## config.mk

```make
export PLATFORM = sky130hd
export DESIGN_NAME = rr_stream_mux
export DESIGN_NICKNAME = d
export VERILOG_FILES = /design/src/rtl/rr_stream_mux_pkg.sv /design/src/rtl/rr_stream_mux_arb.sv /design/src/rtl/rr_stream_mux.sv
export SDC_FILE = /design/constraint.sdc
export NUM_CORES = 1
export LEC_CHECK = 0
export CAP_MARGIN = 15
export CORE_MARGIN = 3
export CORE_UTILIZATION = 44
export DETAILED_ROUTE_END_ITERATION = 12
export GPL_TIMING_DRIVEN = 0
export HOLD_SLACK_MARGIN = 0.08
export PLACE_DENSITY = 0.95
export REMOVE_ABC_BUFFERS = 1
export SYNTH_ARGS = -nofsm -noshare
export SYNTH_HDL_FRONTEND = slang
export SYNTH_SLANG_ARGS = --single-unit
```

## constraint.sdc

```tcl
create_clock -name clk -period 9 [get_ports clk]
set_input_delay 1.35 -clock clk [delete_from_list [all_inputs] [get_ports clk]]
set_output_delay 1.35 -clock clk [all_outputs]
set_load 0.005 [all_outputs]
```

## src/rtl/rr_stream_mux_pkg.sv

```systemverilog
// Shared definitions for rr_stream_mux: selection-mode encodings and the
// wrapped channel search helper used by the round-robin arbiter.
package rr_stream_mux_pkg;

    localparam logic MODE_RR    = 1'b0;
    localparam logic MODE_FIXED = 1'b1;

    // Channel visited 'step' positions after 'ptr', wrapping at nch.
    function automatic int rr_wrap_idx(input int ptr, input int step, input int nch);
        return (ptr + step) % nch;
    endfunction

endpackage

```

## src/rtl/rr_stream_mux_arb.sv

```systemverilog
// rr_arbiter: combinational round-robin grant. Searches ptr+1, ptr+2, ...
// (mod NCH) and grants the first requesting channel.
module rr_arbiter
    import rr_stream_mux_pkg::*;
#(
    parameter int NCH  = 16,
    parameter int SELW = $clog2(NCH)
) (
    input  logic [NCH-1:0]  req,
    input  logic [SELW-1:0] ptr,
    output logic            gnt_valid,
    output logic [SELW-1:0] gnt_idx
);

    logic [SELW-1:0] idx;

    always_comb begin
        gnt_valid = 1'b0;
        gnt_idx   = '0;
        idx       = '0;
        for (int k = 1; k <= NCH; k++) begin
            idx = SELW'(rr_wrap_idx(int'(ptr), k, NCH));
            if (!gnt_valid && req[idx]) begin
                gnt_valid = 1'b1;
                gnt_idx   = idx;
            end
        end
    end

endmodule

```

## src/rtl/rr_stream_mux.sv

```systemverilog
// rr_stream_mux: N-channel registered stream mux, round-robin or fixed select.
// Build option RR_STREAM_MUX_LOCK_EN adds in_last/out_last and packet locking.
module rr_stream_mux
    import rr_stream_mux_pkg::*;
#(
    parameter int NCH   = 16,
    parameter int WIDTH = 16,
    parameter int SELW  = $clog2(NCH)
) (
    input  logic                 clk,
    input  logic                 rst,
    input  logic [NCH*WIDTH-1:0] in_data,
    input  logic [NCH-1:0]       in_valid,
    output logic [NCH-1:0]       in_ready,
`ifdef RR_STREAM_MUX_LOCK_EN
    input  logic [NCH-1:0]       in_last,
    output logic                 out_last,
`endif
    input  logic                 mode,
    input  logic [SELW-1:0]      sel,
    output logic [WIDTH-1:0]     out_data,
    output logic                 out_valid,
    input  logic                 out_ready,
    output logic [SELW-1:0]      out_ch
);

    logic [WIDTH-1:0] ch_data [NCH];
    logic [SELW-1:0]  ptr_q, ptr_d;
    logic [WIDTH-1:0] data_q, data_d;
    logic [SELW-1:0]  ch_q, ch_d;
    logic             valid_q, valid_d;
    logic             rr_gnt_valid;
    logic [SELW-1:0]  rr_gnt_idx;
    logic             gnt_valid;
    logic [SELW-1:0]  gnt_idx;
    logic             load_en;

    for (genvar i = 0; i < NCH; i++) begin : g_unpack
        assign ch_data[i] = in_data[i*WIDTH +: WIDTH];
    end

    rr_arbiter #(.NCH(NCH), .SELW(SELW)) u_arb (
        .req       (in_valid),
        .ptr       (ptr_q),
        .gnt_valid (rr_gnt_valid),
        .gnt_idx   (rr_gnt_idx)
    );

    assign load_en = !valid_q || out_ready;

`ifdef RR_STREAM_MUX_LOCK_EN
    logic            lock_q, lock_d;
    logic [SELW-1:0] lock_ch_q, lock_ch_d;
    logic            last_q, last_d;
`endif

    always_comb begin
        gnt_valid = 1'b0;
        gnt_idx   = '0;
        if (mode == MODE_FIXED) begin
            if (int'(sel) < NCH) begin
                gnt_valid = in_valid[sel];
                gnt_idx   = sel;
            end
        end else begin
            gnt_valid = rr_gnt_valid;
            gnt_idx   = rr_gnt_idx;
        end
`ifdef RR_STREAM_MUX_LOCK_EN
        // An open packet overrides both selection modes until its last beat.
        if (lock_q) begin
            gnt_valid = in_valid[lock_ch_q];
            gnt_idx   = lock_ch_q;
        end
`endif
    end

    always_comb begin
        in_ready = '0;
        if (load_en && gnt_valid && !rst) begin
            in_ready[gnt_idx] = 1'b1;
        end
    end

    always_comb begin
        ptr_d   = ptr_q;
        data_d  = data_q;
        ch_d    = ch_q;
        valid_d = valid_q;
`ifdef RR_STREAM_MUX_LOCK_EN
        lock_d    = lock_q;
        lock_ch_d = lock_ch_q;
        last_d    = last_q;
`endif
        if (load_en) begin
            valid_d = gnt_valid;
            if (gnt_valid) begin
                data_d = ch_data[gnt_idx];
                ch_d   = gnt_idx;
                if (mode == MODE_RR) begin
                    ptr_d = gnt_idx;
                end
`ifdef RR_STREAM_MUX_LOCK_EN
                lock_d    = !in_last[gnt_idx];
                lock_ch_d = gnt_idx;
                last_d    = in_last[gnt_idx];
`endif
            end
        end
    end

    always_ff @(posedge clk or posedge rst) begin
        if (rst) begin
            ptr_q   <= SELW'(NCH - 1);
            data_q  <= '0;
            ch_q    <= '0;
            valid_q <= 1'b0;
`ifdef RR_STREAM_MUX_LOCK_EN
            lock_q    <= 1'b0;
            lock_ch_q <= '0;
            last_q    <= 1'b0;
`endif
        end else begin
            ptr_q   <= ptr_d;
            data_q  <= data_d;
            ch_q    <= ch_d;
            valid_q <= valid_d;
`ifdef RR_STREAM_MUX_LOCK_EN
            lock_q    <= lock_d;
            lock_ch_q <= lock_ch_d;
            last_q    <= last_d;
`endif
        end
    end

    assign out_data  = data_q;
    assign out_ch    = ch_q;
    assign out_valid = valid_q;
`ifdef RR_STREAM_MUX_LOCK_EN
    assign out_last  = last_q;
`endif

endmodule

```

# Word level (Yosys, flattened, before mapping)
# Cells that the tools add are included.
[op_classes]
n_addsub = 16
magnitude_cmp = 20
muxes = 74
n_bitwise = 2
reduce_logical = 38
[ops]
columns = ["operator", "n"]
rows = [
  ["$lt 4x5->1 const B", 18],
  ["$bmux 1 s4", 17],
  ["$mux 4", 17],
  ["$bmux 16 s4", 1],
  ["$mux 16", 3],
  ["$mux 1", 35],
  ["$add 4x4->4 const B", 8],
  ["$logic_and 1x1->1", 18],
  ["$logic_not 1->1", 17],
  ["$add 4x3->4 const B", 4],
  ["$add 4x1->4 const B", 2],
  ["$add 4x2->4 const B", 2],
  ["$ge 5x5->1 const B", 1],
  ["$not 4->5", 1],
  ["$demux 1 s4", 1],
  ["$ge 4x1->1 const B", 1],
  ["$reduce_and 3->1", 1],
  ["$reduce_and 2->1", 1],
  ["$logic_or 1x1->1", 1],
  ["$not 1->1", 1],
]
[word_totals]
ff_bits = 25
input_bits = 280
out_inout_bits = 37

# Longest topological paths before layout
[depth]
ltp_word = 55
depth_mapped = 22
mapped_depth_nobuf = 14

# Hierarchy
# A second synthesis with hierarchy kept.
[unflattened]
cells_unflattened = 532
area_unflattened_um2 = 5665.4
[by_module_without_submodules]
columns = ["mod", "n_inst", "cells_each", "area_each_um2", "seq_area_each_um2"]
rows = [
  ["rr_stream_mux", 1, 238, 3134.3, 630.6],
  ["rr_arbiter", 1, 294, 2531.2, 0.0],
]

# Worst setup path before layout
# No wires, ideal clock.
[synth_path]
kind = "reg2out"
start = "register ptr_q[1]"
end = "output in_ready[8]"
arrival_time_ns = 5.015
path_slack_ns = 2.635
path_stages_with_launch = 21
path_cell_list = "dfstp_2 > buf_6 > buf_6 > clkbuf_1 > inv_1 > ha_1 > buf_6 > buf_6 > mux2_1 > mux4_2 > mux2i_4 > o211ai_1 > a311o_1 > a221o_1 > or3_1 > a211o_1 > nand2_1 > buf_2 > buf_2 > nand2_1 > nor3_1"
[synth_via]
elab_chain_len = 55
[synth_lines]
columns = ["element", "line", "rtl"]
rows = [
  ["start: declaration", "rr_stream_mux.sv:28", "logic [SELW-1:0] ptr_q, ptr_d;"],
  ["start signal: assignment", "rr_stream_mux.sv:114", "ptr_q <= SELW'(NCH - 1);"],
  ["start signal: assignment", "rr_stream_mux.sv:124", "ptr_q <= ptr_d;"],
  ["$add 4x1->4", "rr_stream_mux_pkg.sv:10", "return (ptr + step) % nch;"],
  ["$bmux 1 s4", "rr_stream_mux_arb.sv:23", "if (!gnt_valid && req[idx]) begin"],
  ["$mux 1 (implied by the code)", "rr_stream_mux_arb.sv:23", ""],
  ["$mux 1", "rr_stream_mux_arb.sv:23", ""],
  ["$logic_not 1->1", "rr_stream_mux_arb.sv:23", ""],
  ["$logic_and 1x1->1", "rr_stream_mux_arb.sv:23", ""],
  ["$mux 1", "rr_stream_mux_arb.sv:23", ""],
  ["$logic_not 1->1", "rr_stream_mux_arb.sv:23", ""],
  ["[39 not listed]", "--", ""],
  ["$logic_and 1x1->1", "rr_stream_mux_arb.sv:23", ""],
  ["$mux 4", "rr_stream_mux_arb.sv:23", ""],
  ["$mux 4", "rr_stream_mux.sv:60", "if (mode == MODE_FIXED) begin"],
  ["$lt 4x5->1 (implied by the code) or $ge 4x1->1 (tied branches)", "rr_stream_mux.sv:81", "in_ready[gnt_idx] = 1'b1;"],
  ["$logic_and 1x1->1 (implied by the code)", "rr_stream_mux.sv:81", ""],
  ["$mux 1 (implied by the code)", "rr_stream_mux.sv:81", ""],
  ["$demux 1 s4", "rr_stream_mux.sv:81", ""],
  ["$mux 16 *", "rr_stream_mux.sv:80", "if (load_en && gnt_valid && !rst) begin"],
  ["end: declaration", "rr_stream_mux.sv:14", "output logic [NCH-1:0] in_ready,"],
]
# Every way passes the cells marked *; elsewhere a longest branch is shown, timed or not. The select of a mux whose other input is x is not followed.

# Worst setup path in the final report
[layout_path]
start = "register ptr_q[0]"
end = "output in_ready[3]"
# Same word-level chain as after synthesis.

==> metrics <==
fin area=9240 µm²; Rows=41; maximum clock frequency=~0.12 GHz; average size of a mapped cell=9.49 µm²; # IOs=317; Fin. Hold Viols=0; worst hold stages=1; DP Area=9130 µm²; CTS tree=built; Worst Path Arrival=7.15 ns; worst reg2reg path startpoint=ptr_q[0]; Wirelength per Cell=26.3 µm; crit path capture type=primary output; sequential share of the synthesized area=10.6%; Tot Pwr=4.28 mW; first-pass GRT wire length=41,600 µm; top cell type's share of synthesized area=28.4%; r2r setup slk=roughly 2.1 ns; vias in the first global route=7,161; Cell Count Post-Placement=1,071; Post-Route WL=28,500 µm; Reg clk slew, reported paths=0.06 ns; Clock Skew=0.00164 ns; H-tree Lvls=1; initial antenna violation count=8; die area=15,000 µm²; status=finished clean; pins over their slew limit=0; Post-synth EDFFs=0; Area contributors post-synth=mux4_2, dfrtp_1, mux2i_1; Hold Path Class=reg2reg; Num CTS Buffers=3; Gate Count Post-Synth=627; setup violators final=0; Worst Setup Start Kind=register; Crit Path Max Fanout=31; RSZ-0062 raised after global routing=no; GPL Wtd Cong=roughly 1.1; minimum clock period=8.50 ns; grt ovf=0; Detailed Place HPWL=~23,000 µm; CTS max path bufs=2; cell taking the most area after synthesis=mux4_2; clock root buffer=clkbuf_16; Die Y=122 µm; first drt pass iteration count=6; Die W=122 µm; Max Cap Viol=0; share of cells above drive strength 1=14.4%; Netlist cell types=78; Area Overhead vs Synth=55.2%; Post-CTS Hold Fix Bufs=0; Synth Cell Area=5950 µm²; clk sink count=25; #FFs+latches synth=25; Final nets=~1,200; maximum VDD drop=0.260 mV; Async SR Flop Fraction=100%; Total GRT Usage=36.8%; period utilization=94.4%; Pwr Density=463 nW/µm²; core area=12,900 µm²; Hold EP=out_ch[2]; slew margin rel.=30.7%; Syn. warnings=0; Lkg Pwr=3.43 nW; Critical Setup Path Class=reg2out; setup repair bufs after CTS=0; Crit Reg-Reg Endpoint=out_data[13]; HP Start=out_ch[2]; Starting Density=46.1%; Routed Antenna Nets=0; Worst Path Required=7.65 ns; Slew @ Worst Pin=1.04 ns; Starting DRT DRC Count=931; ys flop type=dfrtp_1; total number of vias=7,218; Fin Setup TNS=0 ns; drt drc=0; I/O Buffers=316; latest clock arrival within the worst-skew pair=0.26 ns; FILL cells=994; largest net degree at the start of global routing=37; r2r worst-path depth=14; final std cells w/o fill=1,083; Avg Vias per Cell=6.66
## cells in the final DEF, fill, tap and decap left out, drive strengths merged, types with 13 or more instances in the layout
cell type | netlist | routed
dfrtp | 21 | 21
a32oi | 13 | 13
o21ai | 14 | 14
a211o | 13 | 13
nor3 | 18 | 18
nor2 | 44 | 44
a22oi | 13 | 13
mux2 | 24 | 24
nand3 | 31 | 31
mux4 | 75 | 75
clkdlybuf4s50 | 0 | 316
a21oi | 27 | 27
inv | 15 | 15
nand2 | 56 | 56
and3 | 27 | 27
mux2i | 43 | 43
## registers in the layout (all words and copies together) (netlist names)
name / count
out_valid: 1
out_ch: 4
ptr_q: 4
out_data: 16
## layer usage
layer / vias up / wire length [µm] / track usage [%]
li1: 3106 / - / -
met3: 91 / 2470 / 6.13
met5: - / 0 / 0
met4: 0 / 1710 / 20.4
met1: 3518 / 10100 / 44.4
met2: 503 / 14200 / 62.4
## final cells by class
| type | instances | area, µm² | share of cell area (%) |
|---|---|---|---|
| well taps | 172 | 215 | 2.33 |
| diodes | 8 | 20.0 | 0.217 |
| inverters | 15 | 56.3 | 0.609 |
| multi-input cells | 539 | 5010 | 54.2 |
| flip-flops and latches | 25 | 634 | 6.87 |
| clock buffers | 4 | 78.8 | 0.853 |
| repair buffers | 320 | 3230 | 34.9 |
## Yosys cell counts (16+ instances only)
cell type  instances
mux2i_1           40
mux4_2            75
nor3_1            17
and3_1            27
dfrtp_1           21
mux2_2            16
nand2_1           56
nor2_1            44
clkbuf_1          16
nand3_1           31
buf_2             19
a21oi_1           27
## repair_timing
| action | CTS | global route |
|---|---|---|
| gates resized for setup | 0 | 3 |
| setup endpoints to repair | 0 | 11 |
| endpoints found under the hold margin | 0 | 0 |
## kinds of logic after synthesis
group           after synthesis  share of synthesized area [%]
compound gates              157                           19.9
xor+xnor                     12                           2.14
fa+ha+maj                     8                           1.68
buf+inv                      63                           5.76
flops                        25                           10.6
mux                         142                           40.9
simple gates                220                           19.0
## where the power goes
part / internal (mW) / leakage, nW / switching (mW)
registers: 0.185 / 0.283 / 0.133
logic: 1.70 / 3.11 / 2.16
clock network: 0.0607 / 0.0382 / 0.0406
total: 1.94 / 3.43 / 2.34
## worst max path at each step
| stage | from | end |
|---|---|---|
| floorplan | ptr_q[1] | in_ready[10] |
| global placement | ptr_q[1] | in_ready[1] |
| detailed placement | ptr_q[1] | in_ready[8] |
| CTS | ptr_q[1] | in_ready[8] |
| global route | ptr_q[0] | in_ready[5] |
| finish | ptr_q[0] | in_ready[3] |
## per-stage QoR
stage          util, %  worst slack (ns)  hold slack (ns)
3_3_place_gp      70.0             -1.62            0.482
4_1_cts           71.3            0.0213            0.511
2_1_floorplan        -              1.14            0.491
5_1_grt           71.5            0.0371            0.523
3_5_place_dp      70.6             0.331            0.495
6_report          71.5             0.504            0.507
## critical path, stage by stage, from the launching register on
cell	delay (ns)
dfstp_2	1.01
inv_2	0.30
ha_2	0.70
mux4_2	0.47
mux2_2	0.35
a2111oi_0	0.64
nand3_1	0.24
a2111oi_0	0.50
a221o_1	0.23
or3_1	0.13
a211o_1	0.61
nand2_2	0.60
nor4_1	0.48
clkdlybuf4s50_1	0.57
(Power assumes the default switching activity.)
